--- config.mk ---
export PLATFORM = sky130hd
export DESIGN_NAME = pipe_hazard_ctrl
export DESIGN_NICKNAME = d
export VERILOG_FILES = /design/src/rtl/pipe_pkg.sv /design/src/rtl/pipe_hazard_ctrl_loaduse.sv /design/src/rtl/pipe_hazard_ctrl.sv
export SDC_FILE = /design/constraint.sdc
export NUM_CORES = 1
export LEC_CHECK = 0
export BUFFER_PORTS_ARGS = -buffer_cell sky130_fd_sc_hd__buf_4
export CAP_MARGIN = 40
export CORE_AREA = 4 4 48 50
export DETAILED_ROUTE_END_ITERATION = 12
export DIE_AREA = 0 0 52 54
export PLACE_DENSITY = 0.74
export SETUP_SLACK_MARGIN = 0.02
export SYNTH_ARGS = -nofsm -noshare
export SYNTH_HDL_FRONTEND = slang
export SYNTH_HIERARCHICAL = 1
export SYNTH_SLANG_ARGS = --single-unit
--- constraint.sdc ---
create_clock -name clk -period 1.4 [get_ports clk]
set_input_delay 0.07 -clock clk [delete_from_list [all_inputs] [get_ports clk]]
set_output_delay 0.07 -clock clk [all_outputs]
set_load 0.03 [all_outputs]
--- src/rtl/pipe_pkg.sv ---
// Shared types and constants for the pipeline stall/flush sequencer.
// Optional perf counters in pipe_hazard_ctrl are enabled by PIPE_HAZARD_PERF_EN.
package pipe_pkg;

    typedef enum logic [1:0] {
        ST_INIT = 2'd0,
        ST_RUN  = 2'd1,
        ST_WAIT = 2'd2,
        ST_ERR  = 2'd3
    } state_e;

    localparam logic [4:0] REG_ZERO    = 5'd0;
    localparam int         TIMEOUT_DEF = 15;

    typedef struct packed {
        logic pc_en;
        logic pc_src;
        logic ifid_en;
        logic idex_en;
        logic exmem_en;
        logic memwb_en;
        logic ifid_flush;
        logic idex_flush;
        logic exmem_flush;
        logic memwb_flush;
    } ctrl_t;

    // Whole pipe held; only the MEM/WB slot is turned into a bubble.
    function automatic ctrl_t ctrl_freeze();
        ctrl_t c;
        c             = '0;
        c.memwb_flush = 1'b1;
        return c;
    endfunction

    function automatic logic [31:0] sat_inc(input logic [31:0] v);
        return (v == 32'hFFFF_FFFF) ? v : v + 32'd1;
    endfunction

endpackage

--- src/rtl/pipe_hazard_ctrl_loaduse.sv ---
// Combinational load-use hazard compare between the load in ID/EX and the
// source registers of the instruction in IF/ID.
module loaduse_detect
    import pipe_pkg::*;
(
    input  logic       ex_memread_i,
    input  logic [4:0] ex_rt_i,
    input  logic [4:0] id_rs_i,
    input  logic [4:0] id_rt_i,
    input  logic       id_uses_rt_i,
    output logic       hazard_o
);

    // $zero never carries a real dependency, so a load into it never stalls.
    assign hazard_o = ex_memread_i && (ex_rt_i != REG_ZERO) &&
                      ((ex_rt_i == id_rs_i) || (id_uses_rt_i && (ex_rt_i == id_rt_i)));

endmodule

--- src/rtl/pipe_hazard_ctrl.sv ---
// Stall/flush sequencer for the 5-stage pipeline: load-use bubbles, branch
// redirect flushes, dmem wait freeze with watchdog. Macro PIPE_HAZARD_PERF_EN adds perf counters.
module pipe_hazard_ctrl
    import pipe_pkg::*;
#(
    parameter int TIMEOUT = TIMEOUT_DEF,
    parameter int CW      = 4
) (
    input  logic        clk,
    input  logic        rst,
    input  logic [4:0]  id_rs,
    input  logic [4:0]  id_rt,
    input  logic        id_uses_rt,
    input  logic        ex_memread,
    input  logic [4:0]  ex_rt,
    input  logic        mem_branch,
    input  logic        mem_zero,
    input  logic        mem_access,
    input  logic        dmem_ready,
    output logic        pc_en,
    output logic        pc_src,
    output logic        ifid_en,
    output logic        idex_en,
    output logic        exmem_en,
    output logic        memwb_en,
    output logic        ifid_flush,
    output logic        idex_flush,
    output logic        exmem_flush,
    output logic        memwb_flush,
    output logic        timeout_err,
    output logic [1:0]  dbg_state
`ifdef PIPE_HAZARD_PERF_EN
   ,output logic [31:0] stall_cycles,
    output logic [31:0] flush_events,
    output logic [31:0] loaduse_events
`endif
);

    state_e        state_q, state_d;
    logic [CW-1:0] wcnt_q, wcnt_d;
    logic          terr_q, terr_d;
    logic          lu_hazard, dstall, taken;
    ctrl_t         run_c, ctrl;

    loaduse_detect u_loaduse (
        .ex_memread_i (ex_memread),
        .ex_rt_i      (ex_rt),
        .id_rs_i      (id_rs),
        .id_rt_i      (id_rt),
        .id_uses_rt_i (id_uses_rt),
        .hazard_o     (lu_hazard)
    );

    assign dstall = mem_access && !dmem_ready;
    assign taken  = mem_branch && mem_zero;

    // Normal-running decode; also reused on the cycle a dmem wait completes.
    always_comb begin
        run_c = '0;
        if (dstall) begin
            run_c = ctrl_freeze();
        end else if (taken) begin
            run_c.pc_en       = 1'b1;
            run_c.pc_src      = 1'b1;
            run_c.ifid_flush  = 1'b1;
            run_c.idex_flush  = 1'b1;
            run_c.exmem_flush = 1'b1;
            run_c.memwb_en    = 1'b1;
        end else if (lu_hazard) begin
            run_c.idex_flush = 1'b1;
            run_c.exmem_en   = 1'b1;
            run_c.memwb_en   = 1'b1;
        end else begin
            run_c.pc_en    = 1'b1;
            run_c.ifid_en  = 1'b1;
            run_c.idex_en  = 1'b1;
            run_c.exmem_en = 1'b1;
            run_c.memwb_en = 1'b1;
        end
    end

    always_comb begin
        state_d = state_q;
        wcnt_d  = wcnt_q;
        terr_d  = terr_q;
        ctrl    = '0;
        case (state_q)
            ST_INIT: begin
                ctrl.ifid_flush  = 1'b1;
                ctrl.idex_flush  = 1'b1;
                ctrl.exmem_flush = 1'b1;
                ctrl.memwb_flush = 1'b1;
                state_d          = ST_RUN;
            end
            ST_RUN: begin
                ctrl = run_c;
                if (dstall) begin
                    state_d = ST_WAIT;
                    wcnt_d  = CW'(1);
                end
            end
            ST_WAIT: begin
                if (dmem_ready) begin
                    ctrl    = run_c;
                    state_d = ST_RUN;
                    wcnt_d  = '0;
                end else begin
                    ctrl = ctrl_freeze();
                    if (wcnt_q == CW'(TIMEOUT)) begin
                        state_d = ST_ERR;
                        terr_d  = 1'b1;
                    end else begin
                        wcnt_d = wcnt_q + CW'(1);
                    end
                end
            end
            ST_ERR: begin
                ctrl   = ctrl_freeze();
                terr_d = 1'b1;
            end
            default: state_d = ST_INIT;
        endcase
    end

    always_ff @(posedge clk or negedge rst) begin
        if (!rst) begin
            state_q <= ST_INIT;
            wcnt_q  <= '0;
            terr_q  <= 1'b0;
        end else begin
            state_q <= state_d;
            wcnt_q  <= wcnt_d;
            terr_q  <= terr_d;
        end
    end

    assign pc_en       = ctrl.pc_en;
    assign pc_src      = ctrl.pc_src;
    assign ifid_en     = ctrl.ifid_en;
    assign idex_en     = ctrl.idex_en;
    assign exmem_en    = ctrl.exmem_en;
    assign memwb_en    = ctrl.memwb_en;
    assign ifid_flush  = ctrl.ifid_flush;
    assign idex_flush  = ctrl.idex_flush;
    assign exmem_flush = ctrl.exmem_flush;
    assign memwb_flush = ctrl.memwb_flush;
    assign timeout_err = terr_q;
    assign dbg_state   = state_q;

`ifdef PIPE_HAZARD_PERF_EN
    logic [31:0] stall_q, flush_q, lu_q;
    logic        active;

    // A load-use bubble is the only active-state decode with idex_flush set and the PC held.
    assign active = (state_q == ST_RUN) || (state_q == ST_WAIT);

    always_ff @(posedge clk or negedge rst) begin
        if (!rst) begin
            stall_q <= '0;
            flush_q <= '0;
            lu_q    <= '0;
        end else begin
            if (active && !ctrl.pc_en)                   stall_q <= sat_inc(stall_q);
            if (ctrl.pc_src)                             flush_q <= sat_inc(flush_q);
            if (active && ctrl.idex_flush && !ctrl.pc_en) lu_q   <= sat_inc(lu_q);
        end
    end

    assign stall_cycles   = stall_q;
    assign flush_events   = flush_q;
    assign loaduse_events = lu_q;
`endif

endmodule

==> flow_summary_export.csv <==
group,metric,value,unit
clock_network,cts_root_buf,"clkbuf_4",
placed_design,pre_cts_ws,-0.121,ns
placed_design,dp_hpwl,1770,um
synthesis,synth_edf_count,0,
routing,vias_per_cell,4.88,
power_and_ir_drop,pwr_density_cell,1920,nW/um^2
synthesis,synthAdderAreaFrac,0.103,
power_and_ir_drop,leakagePower,0.643,nW
synthesis,synth_top_family_by_area,"simple AND/OR/NAND/NOR gates",
grt,grt_overflow_total,0,
grt,grt_max_degree,9,
setup_path,reg2regPathDepth,8,
clock_network,clockBufferDepth,2,
timing,period_share,1.13,
timing,clock.fmax,631,MHz
setup_path,arrival,1.51,ns
synthesis,syn_avg_cell_area,8.00,um^2
timing,slew_headroom,0.821,
clock_network,htreeDepth,1,
floorplanning,die_y,54,um
synthesis,synthTopCellsByArea,"dfrtp_1 (24%), ha_1 (10%), xor2_1 (8.4%)",
cells_and_area,nNetsFinal,182,
cells_and_area,antenna_cells,0,
flow_run,max_cap_violations,0,
floorplanning,fp.coreArea,1900,um^2
synthesis,synthMuxAreaShare,0.0137,
placed_design,io_buffers,35,
clock_network,clk_pin_slew_worst_paths,0.05,ns
cells_and_area,fillers,127,
cells_and_area,register_area,178,um^2
placed_design,placed_area,1190,um^2
synthesis,synthArstFlopShare,1.00,
synthesis,syn_nets,120,
synthesis,synth_compound_area_frac,0.230,
timing,setup_viol,16,
floorplanning,die_x,52,um
floorplanning,dieArea,2810,um^2
floorplanning,io_pins,36,
power_and_ir_drop,peakVddDrop,0.00133,V
timing,hold_viol,0,
routing,routed_wl,2460,um
setup_path,r2r_start,"dbg_state[1]",
grt,first_global_vias,914,
clock_network,cts_tree,"yes",
clock_network,clock_latency,0.25,ns
grt,gr-usage-all-layers,0.197,
synthesis,synth_cell_types,30,
synthesis,netlist_area,728,um^2
synthesis,yosysMostFrequentCell,"a21oi_1",
power_and_ir_drop,finalPower,0.00275,W
hold_path,hp-class,"input port to asynchronous set/reset pin",
routing,first_iter_violations,19,
routing,first_pass_iters,4,
placed_design,gp_congestion,0.798,
synthesis,yosysTopAreaCell,"dfrtp_1",
routing,drcViolationCount,0,
grt,grt_pass1_wl,4030,um
synthesis,synth_flop_cell,"dfrtp_1",
cells_and_area,final_area,1430,um^2
run_status,violations,"setup timing",
setup_path,r2r-end,"wcnt_q[3]",
synthesis,ys_ff_latch,7,
synthesis,yosys.area_share.simple,0.232,
setup_path,r2r_slack,-0.16,ns
floorplanning,rows,16,
cells_and_area,multi_input_area,658,um^2
routing,drtAntennaViolNets,0,
synthesis,syn_inst,91,
clock_network,cts.sink_count,7,
cells_and_area,drive_gt1_frac,0.632,
setup_path,cp-end-kind,"output port",
setup_path,cp-start-kind,"flip-flop",
grt,antenna_found_initial,0,
synthesis,ys.warnings.count,6,
synthesis,synth_top_area_frac,0.241,
setup_path,crit_start,"dbg_state[1]",
setup_path,worstPathMaxFanout,3,
timing,period_needed,1.58,ns
routing,via_count,874,
cells_and_area,area_growth,95.9,%
timing,setup_ws,-0.184,ns
timing,drv_slew,0,
timing,clock_skew,0.00512,ns
clock_network,numCtsBuffers,3,
timing,rsz0062_at_grt,"true",
run_status,status,"complete, but fails checks",
timing,worst_pin_slew,0.267,ns
synthesis,synthXorXnorAreaFrac,0.120,
synthesis,synthTopCellsByCount,"a21oi_1 (11), dfrtp_1 (7), nand2_1 (7), nand3_1 (7), xor2_1 (7)",
setup_path,path_class,"flip-flop to output port",
floorplanning,start_util,0.383,
setup_path,critPathRequiredTime,1.33,ns
routing,avgRoutedWirePerCell,13.7,um
synthesis,seq_area_frac_synth,0.241,
==> kinds of logic (layout without fill, tap and decap cells) <==
logic type,Yosys count,in the layout
AO/OA/AOI/OAI,27,27
flip-flops,7,7
buffers and inverters,9,70
XOR/XNOR,10,10
multiplexers,1,1
AND/OR/NAND/NOR,31,31
adder cells (fa/ha/maj),6,6
==> routing by layer <==
metal	up-vias	track usage	wire length, um
met4	0	0.0873	10
met3	2	0.0194	137
met5	-	0	0
li1	441	-	-
met2	31	0.374	1330
met1	400	0.220	980
==> layout by cell type, fill, tap and decap left out, drive strengths merged, types with 2 or more instances in the layout <==
| cell | n |
|---|---|
| inv | 5 |
| buf | 60 |
| nor2b | 2 |
| dfrtp | 7 |
| nand3 | 7 |
| xnor2 | 3 |
| a21o | 2 |
| xor2 | 7 |
| a21oi | 12 |
| ha | 6 |
| nor2 | 6 |
| nand2b | 4 |
| o21ai | 8 |
| nor3 | 2 |
| nand2 | 7 |
| clkbuf | 4 |
==> area by class of cell <==
| class | count | share of cell area |
|---|---|---|
| Tap cell | 27 | 0.0237 |
| Sequential cell | 7 | 0.125 |
| Inverter | 5 | 0.0149 |
| Clock buffer | 4 | 0.0184 |
| Multi-Input combinational cell | 75 | 0.461 |
| Timing Repair Buffer | 61 | 0.357 |
==> metrics by stage <==
step | instances | util | hold slack (ns) | setup TNS [ns]
final | 179 | 0.750 | 0.161 | -2.07
after floorplan | 91 | - | -0.226 | -0.891
after detailed placement | 165 | 0.625 | -0.117 | -0.267
after global placement | 165 | 0.625 | -0.117 | -0.137
after CTS | 179 | 0.741 | 0.150 | -2.02
after global routing | 179 | 0.750 | 0.170 | -3.41
==> timing repair <==
action,CTS,global route
endpoints found under the hold margin,7,0
pin swaps,13,5
buffers inserted,9,0
setup endpoints to repair,13,17
hold buffers,1,0
gates resized for setup,28,3
==> flip-flops by register name, summed over array words and instances (netlist names) <==
register / flops
wcnt_q: 4
dbg_state: 2
timeout_err: 1
==> how the worst max path moves through the flow <==
stage / endpoint / depth (start not counted)
detailed placement: idex_flush / 9
finish: ifid_flush / 6
floorplan: ifid_flush / 7
global route: exmem_en / 7
global placement: idex_flush / 9
CTS: exmem_en / 7
==> critical path, stage by stage, from the launching register on <==
cell and delay, ns:
dfrtp_2 0.41, inv_4 0.06, ha_4 0.17, a21oi_4 0.14, nor2_4 0.06, a31o_2 0.27, buf_6 0.14
==> report_power, final <==
group	internal (W)	switching (W)
combinational	0.00107	0.00118
clock	0.000108	0.0000667
sequential	0.000258	0.0000576
Note: power is estimated with default switching activity, not from simulation.
